### src/rtl/mem_line_bus_ctrl.sv
`default_nettype none
// ============================================================================
//  Module   : mem_line_bus_ctrl
//  Brief    : Splits 512-bit line reads/writes into tagged 64-bit bus beats,
//             reassembles read lines and forwards snoop invalidations.
//  Revision : 1.0  initial release
// ============================================================================
module mem_line_bus_ctrl #(
  parameter int              BUS_W     = 64,
  parameter int              LINE_W    = 512,
  parameter int              TAG_W     = 13,
  parameter logic [TAG_W-1:0] READ_TAG  = 13'h1100,
  parameter logic [TAG_W-1:0] WRITE_TAG = 13'h0100,
  parameter logic [TAG_W-1:0] INV_TAG   = 13'h0300
) (
  input  logic              clk,
  input  logic              rst,
  input  logic [63:0]       mem_address,
  input  logic [LINE_W-1:0] mem_data_out,
  input  logic              mem_req,
  input  logic              mem_wr_en,
  output logic [LINE_W-1:0] data_from_mem,
  output logic              mem_data_valid,
  output logic              invalidate_cache,
  output logic [63:0]       invalidate_cache_addr,
  output logic              busy,
  output logic              bus_reqcyc,
  output logic [BUS_W-1:0]  bus_req,
  output logic [TAG_W-1:0]  bus_reqtag,
  input  logic              bus_reqack,
  input  logic              bus_respcyc,
  input  logic [BUS_W-1:0]  bus_resp,
  input  logic [TAG_W-1:0]  bus_resptag,
  output logic              bus_respack
);

  localparam int NBEATS = LINE_W / BUS_W;
  localparam int CW     = $clog2(NBEATS);
  localparam int OFS    = $clog2(LINE_W / 8);
  localparam logic [CW-1:0] C_LAST = CW'(NBEATS - 1);

  typedef enum logic [2:0] {
    S_IDLE      = 3'd0,
    S_REQ_ADDR  = 3'd1,
    S_REQ_DATA  = 3'd2,
    S_WAIT_RESP = 3'd3,
    S_DONE      = 3'd4
  } state_t;

  state_t            r_state;
  logic [CW-1:0]     r_cnt;
  logic [63:0]       r_addr;
  logic [LINE_W-1:0] r_wdata;
  logic [LINE_W-1:0] r_line;
  logic [LINE_W-1:0] r_rdata;
  logic              r_is_wr;
  logic              r_inv;
  logic [63:0]       r_inv_addr;

  logic w_resp_rd;
  logic w_resp_inv;
  logic w_unused;

  assign w_resp_rd  = bus_respcyc && (bus_resptag == READ_TAG);
  assign w_resp_inv = bus_respcyc && (bus_resptag == INV_TAG);
  assign w_unused   = &{1'b0, mem_address[OFS-1:0]};

  always_ff @(posedge clk or posedge rst) begin
    if (rst) begin
      r_state    <= S_IDLE;
      r_cnt      <= '0;
      r_addr     <= '0;
      r_wdata    <= '0;
      r_line     <= '0;
      r_rdata    <= '0;
      r_is_wr    <= 1'b0;
      r_inv      <= 1'b0;
      r_inv_addr <= '0;
    end else begin
      // Invalidations are honoured in every state and never touch the line.
      r_inv <= w_resp_inv;
      if (w_resp_inv)
        r_inv_addr <= {bus_resp[63:OFS], {OFS{1'b0}}};

      case (r_state)
        S_IDLE: begin
          if (mem_req) begin
            r_addr  <= {mem_address[63:OFS], {OFS{1'b0}}};
            r_wdata <= mem_data_out;
            r_is_wr <= mem_wr_en;
            r_state <= S_REQ_ADDR;
          end
        end
        S_REQ_ADDR: begin
          if (bus_reqack) begin
            r_cnt   <= '0;
            r_state <= r_is_wr ? S_REQ_DATA : S_WAIT_RESP;
          end
        end
        S_REQ_DATA: begin
          if (bus_reqack) begin
            r_cnt <= r_cnt + 1'b1;
            if (r_cnt == C_LAST)
              r_state <= S_DONE;
          end
        end
        S_WAIT_RESP: begin
          if (w_resp_rd) begin
            r_line[r_cnt*BUS_W +: BUS_W] <= bus_resp;
            r_cnt <= r_cnt + 1'b1;
            if (r_cnt == C_LAST) begin
              // Publish the finished line in one step so the output never shows a partial line.
              r_rdata <= {bus_resp, r_line[LINE_W-BUS_W-1:0]};
              r_state <= S_DONE;
            end
          end
        end
        S_DONE:  r_state <= S_IDLE;
        default: r_state <= S_IDLE;
      endcase
    end
  end

  always_comb begin
    bus_reqcyc = 1'b0;
    bus_req    = '0;
    bus_reqtag = '0;
    if (r_state == S_REQ_ADDR) begin
      bus_reqcyc = 1'b1;
      bus_req    = r_addr;
      bus_reqtag = r_is_wr ? WRITE_TAG : READ_TAG;
    end else if (r_state == S_REQ_DATA) begin
      bus_reqcyc = 1'b1;
      bus_req    = r_wdata[r_cnt*BUS_W +: BUS_W];
      bus_reqtag = WRITE_TAG;
    end
  end

  assign data_from_mem         = r_rdata;
  assign mem_data_valid        = (r_state == S_DONE);
  assign busy                  = (r_state != S_IDLE);
  assign invalidate_cache      = r_inv;
  assign invalidate_cache_addr = r_inv_addr;
  assign bus_respack           = bus_respcyc & ~rst;

endmodule
`default_nettype wire

### config.mk
export PLATFORM = sky130hd
export DESIGN_NAME = mem_line_bus_ctrl
export DESIGN_NICKNAME = d
export VERILOG_FILES = /design/src/rtl/mem_line_bus_ctrl.sv
export SDC_FILE = /design/constraint.sdc
export NUM_CORES = 2
export LEC_CHECK = 0
export BUFFER_PORTS_ARGS = -buffer_cell sky130_fd_sc_hd__buf_4
export CAP_MARGIN = 20
export CORE_AREA = 3 3 515 517
export CTS_CLUSTER_DIAMETER = 150
export DETAILED_ROUTE_END_ITERATION = 6
export DIE_AREA = 0 0 518 520
export GPL_TIMING_DRIVEN = 0
export HOLD_SLACK_MARGIN = 0.15
export PLACE_DENSITY_LB_ADDON = 0.3
export SLEW_MARGIN = 20
export SYNTH_ARGS = -nofsm -noshare
export SYNTH_HDL_FRONTEND = slang
export SYNTH_SLANG_ARGS = --single-unit
### constraint.sdc
create_clock -name clk -period 69.4 [get_ports clk]
set_input_delay 10.41 -clock clk [delete_from_list [all_inputs] [get_ports clk]]
set_output_delay 10.41 -clock clk [all_outputs]
set_load 0.02 [all_outputs]
Word level (Yosys, flattened, before mapping)
Cells that the tools add are included.
W data, S select, Z words.
{"block": "word_totals", "elab_cells": 56, "reg_bits": 1660, "inputBits": 659}
{"block": "op_classes", "bitwise": 2, "mux": 19, "shifts": 3, "n_reduce_logical": 10, "eq_ne": 11, "add_sub_neg": 2}
{"op": "$bwmux W512", "count": 1}
{"op": "$shift A64 B34 Y512 const A", "count": 1}
{"op": "$shiftx A512 B10 Y64", "count": 1}
{"op": "$shiftx A64 B34 Y512", "count": 1}
{"op": "$mux W64", "count": 2}
{"op": "$neg A9 Y34", "count": 1}
{"op": "$mux W13", "count": 2}
{"op": "$mux W3", "count": 8}
{"op": "$eq A13 B10 Y1 const B", "count": 1}
{"op": "$eq A13 B13 Y1 const B", "count": 1}
{"op": "$pmux W3 S4", "count": 1}
{"op": "$mux W9", "count": 1}
{"op": "$pmux W3 S3", "count": 1}
{"op": "$ne A2 B2 Y1 const B", "count": 4}
{"op": "$reduce_and A4 Y1", "count": 2}
{"op": "$eq A3 B2 Y1 const B", "count": 2}
{"op": "$eq A3 B3 Y1 const B", "count": 2}
{"op": "$reduce_bool A3 Y1", "count": 2}
{"op": "$reduce_and A2 Y1", "count": 2}
{"op": "$add A3 B1 Y3 const B", "count": 1}
{"op": "$eq A3 B1 Y1 const B", "count": 1}
{"op": "$logic_not A3 Y1", "count": 1}
{"op": "$mux W1", "count": 3}
{"op": "$reduce_and A3 Y1", "count": 1}
{"op": "3 further kinds", "count": 4}

Logic depth before layout (Yosys ltp)
{"block": "logic_depth", "ltp_word": 4, "ltp_mapped": 12}

Worst setup path after synthesis
Ideal clock, no wire load.
{"block": "synth_timing", "kind": "input to output", "start": "input port bus_respcyc", "end": "output port bus_respack", "slack_ps": 48253, "t_arrival_ps": 10737, "path_buffers": 0, "t_required_ps": 58990, "path_stages": 1, "cell_sequence": "nor2b_1"}
{"block": "synth_via", "elab_chain_len": 1}
{"item": "start, declared", "line": "31", "rtl": "input logic bus_respcyc,"}
{"item": "$and A1 B1 Y1", "line": "144", "rtl": "assign bus_respack = bus_respcyc & ~rst;"}
{"item": "end, declared", "line": "34", "rtl": "output logic bus_respack"}
Every way passes these cells.

Worst setup path after layout
{"block": "layout_timing", "start": "input port rst", "end": "output port bus_respack"}
{"block": "layout_via", "elab_chain_len": 2}
{"item": "start, declared", "line": "17", "rtl": "input logic rst,"}
{"item": "$not A1 Y1", "line": "144"}
{"item": "$and A1 B1 Y1", "line": "144"}
Every way passes these cells.

==> flow_results.org <==
** Clocking
- Clock tree from TritonCTS :: yes
- At the later pin of the worst-skew pair, clock insertion delay measures 840 ps.
- Number of hold buffers added after CTS :: 0
- CTS H-Tree Depth :: 4
- Clock transition time at the flip-flop clock pins of the worst setup and hold paths :: roughly 60 ps
- Number of gates resized after cts :: 0
- Number of sinks driven by the clock tree :: 1596
- Post-CTS timing repair inserted 0 buffers for setup.
- Clock buffers created by TritonCTS :: 182
- Max Buffers Root-to-Sink :: 3
- In this run the clock root is driven by a clkbuf_16.

** Pwr
- Summed over all cells, the static leakage comes to approximately 0.044 uW.
- Worst voltage drop across the vdd grid :: 0.0000239 V
- Power spread over the standard cell area amounts to 33.4 mW/mm2.

** Synthesis
- Most common cell in the netlist :: dfrtp_1
- Synth Register Bits :: 1596
- Counting flops with a built-in enable in the synthesized netlist gives 0.
- Cell taking the most area after synthesis :: dfrtp_1
- Summed over its instances, the top area cell type makes up 60.6% of the synthesized netlist area.
- Summed instance area of the synthesized netlist :: around 0.066 mm2
- Sequential cells were found to cover about three fifths of the synthesized design area.
- The commonest cells after synthesis are dfrtp_1, mux2_2, mux2_1, nand2_1, inv_1.
- The number of different library cells used by synthesis comes to 40.
- Each instance of the synthesized netlist takes up on average 14.6 um2.
- Among all flip-flop cells after synthesis, the most frequent one is dfrtp_1.
- Leading post-synthesis cells by cell area :: dfrtp_1, mux2_2, mux2_1, mux4_2, mux2i_1
- The Yosys step of the flow raised 0 warnings.
- In the synthesized netlist the async set-or-reset flop fraction comes to 100%.
- Synthesis handed over a netlist of 4521 instances.

** Timing
- For the pin with the worst max-slew slack, the measured transition is 1120 ps.
- Across the routed clock network, the largest skew measured is 59.9 ps.
- Max-Slew Margin vs Limit :: 25.6%
- Derived from the worst setup path, the maximum achievable clock frequency is around 47 MHz.
- Final period demand of the worst path :: between 20000 and 25000 ps
- Ratio of final minimum period to clock period :: 30.6%
- Adding up every negative setup slack in the final design gives 0 ps.
- Final count of pins violating max slew :: 0
- Setup repair after global routing missed its margin :: no
- The hold violation total from the final report came to 0.
- Hold is met by 470 ps.
- Setup violations remaining at the end of the flow were counted as 0.

** Global routing
- The number of global-route vias before repair was 46.6k.
- Largest net degree at the start of global routing :: 107
- The number of antenna violations at the first check in global routing was 82.
- Global-route wire length before repair :: 396 mm
- For this run the aggregate overflow at the end of global routing stands at 0.
- Global routing used a little over a fifth of the available tracks.

** Flow run
- Across the run, the number of max-cap violations was 0.

** Outcome
- The flow ran to the end, and the final reports show no timing, DRC or antenna violations.

** Worst setup path
- Arrival time of the worst setup path :: 10800 ps
- Worst-path fanout max :: 2
- The critical path in this run is classified as input port to output port.
- The worst register-to-register path begins at r_cnt[1].
- STA classifies the critical path endpoint as an output port.
- Startpoint of the most critical setup path :: rst
- Required time reported for the critical path endpoint :: 58990 ps
- STA classifies the critical path startpoint as an input port.

** Route
- Detailed routing inserted a total of 44.1k vias.
- 1st-pass router iterations :: 5
- Iter 0 DRT Violations :: 2620
- Per-cell routed wire length :: 30.1 um
- Routed wire length :: 293 mm
- Number of remaining DRC errors :: 0
- Number of nets still failing antenna checks after routing :: 0
- In the routed layout, each cell is associated on average with a via count of ~4.5.

** Floorplanning
- Die ar. :: 0.269 mm2
- The core region is between 0.2 and 0.3 mm2.
- IO Count :: 1317
- Standard-cell rows :: approximately 190
- Starting Density :: 25.2%
- The floorplan step set the die width to 518 um.
- Height of the die :: roughly 520 um

** Finish
- From synthesis to final layout, the design area changed by 31.9%.
- Final Instance Area :: 0.0868 mm2
- Excluding fillers, the count of instances in the completed layout stands at 9712.
- Number of nets in the finished design :: about 6.7k
- Fill cell total of the finished layout :: 26.1k
- Measured on the finished design, the core utilization comes to 33.2%.
- In the final layout, the share of cells above drive strength 1 is 44.9%.

** Placed design
- Buffers placed on the I/O ports in this run total approximately 1.3k.
- After detailed placement, the total cell area comes to 0.0807 mm2.
- Detailed Place HPWL :: 230 mm
- Cell total after placement :: 9361
- Final weighted congestion of routability-driven global placement :: approximately 0.87

** Hold path
- The path class of the tightest hold or removal check is register to register.
- Startpoint of the worst hold path :: r_line[427]
-- report_power, final --
group	leakage, uW	internal (uW)	switching, uW
Sequential	0.0211	1080	119
Combinational	0.0204	310	419
Clock	0.00296	554	421
Total	0.0444	1940	959
-- final cells by class --
cell class	count	area, um2	share of cell area [%]
sequential	1596	39900	46.0
multi-input combinational	2417	23600	27.2
timing repair buffer	1309	10300	11.9
clock buffer	273	5390	6.20
tap	3515	4400	5.06
buffer	326	1660	1.91
inverter	198	751	0.864
clock inverter	48	659	0.759
antenna	30	75.1	0.0864
-- registers in the layout, summed over array words and instances (netlist names) --
register and cells:
r_cnt 3, invalidate_cache 1, invalidate_cache_addr 58, data_from_mem 512, r_line 448, r_is_wr 1, r_addr 58, r_state 3
r_wdata 512
-- final timing paths --
path	endpoint	slack, ps	depth (start not counted)
worst max-delay path	bus_respack	48190	3
worst min-delay path	data_from_mem[427]	470	1
worst max register to register	r_line[399]	63410	11
worst min register to register	data_from_mem[427]	470	1
max in group asynchronous	r_wdata[431]	56100	9
min in group asynchronous	data_from_mem[507]	9630	2
-- stage by stage --
step / setup WS (ps) / total power, uW
detailed placement: 48180 / 1950
floorplan: 13960 / 1570
CTS: 48180 / 2950
finish: 48190 / 2900
global route: 48160 / 3020
global placement: -5100 / 1930
-- worst max-delay path, cell delays in order --
cell,delay [ps]
buf_4,130
nor2b_1,110
buf_4,150
-- cells by family after synthesis --
group                      Yosys count  share of synthesized area [%]
muxes                             1658                           30.2
DFF                               1596                           60.6
and+or+nand+nor                    540                           3.74
buffers and inverters              524                           3.60
AOI/OAI and AO/OA                  196                           1.72
adders and majority gates            6                          0.114
other                                1                        0.00569
-- cell usage in the layout, fill, tap and decap left out, types with 7 or more instances in the layout --
master,n
and2_1,22
clkinv_16,9
mux4_2,128
and3_1,98
buf_2,112
nand2_1,375
buf_1,24
clkinv_2,20
buf_16,21
dfrtp_1,1596
mux2i_1,195
clkbuf_1,142
clkbuf_2,17
clkbuf_8,49
conb_1,17
diode_2,30
nor2_1,7
inv_1,196
mux2_1,497
o21ai_1,60
a22oi_1,58
mux2_2,838
clkbuf_16,182
o21ai_0,69
buf_4,1349
-- layer usage --
| metal | routed length [um] | up-vias | part of all wire (%) | GRT usage, % |
|---|---|---|---|---|
| met1 | 108000 | 23200 | 37 | 23.6 |
| met5 | 363 | - | 0.12 | 0 |
| met3 | 21200 | 420 | 7.2 | 6.10 |
| met4 | 11600 | 56 | 4.0 | 7.53 |
| li1 | - | 18800 | - | - |
| met2 | 151000 | 1678 | 52 | 38.3 |
Note: power is estimated with default switching activity, not from simulation.
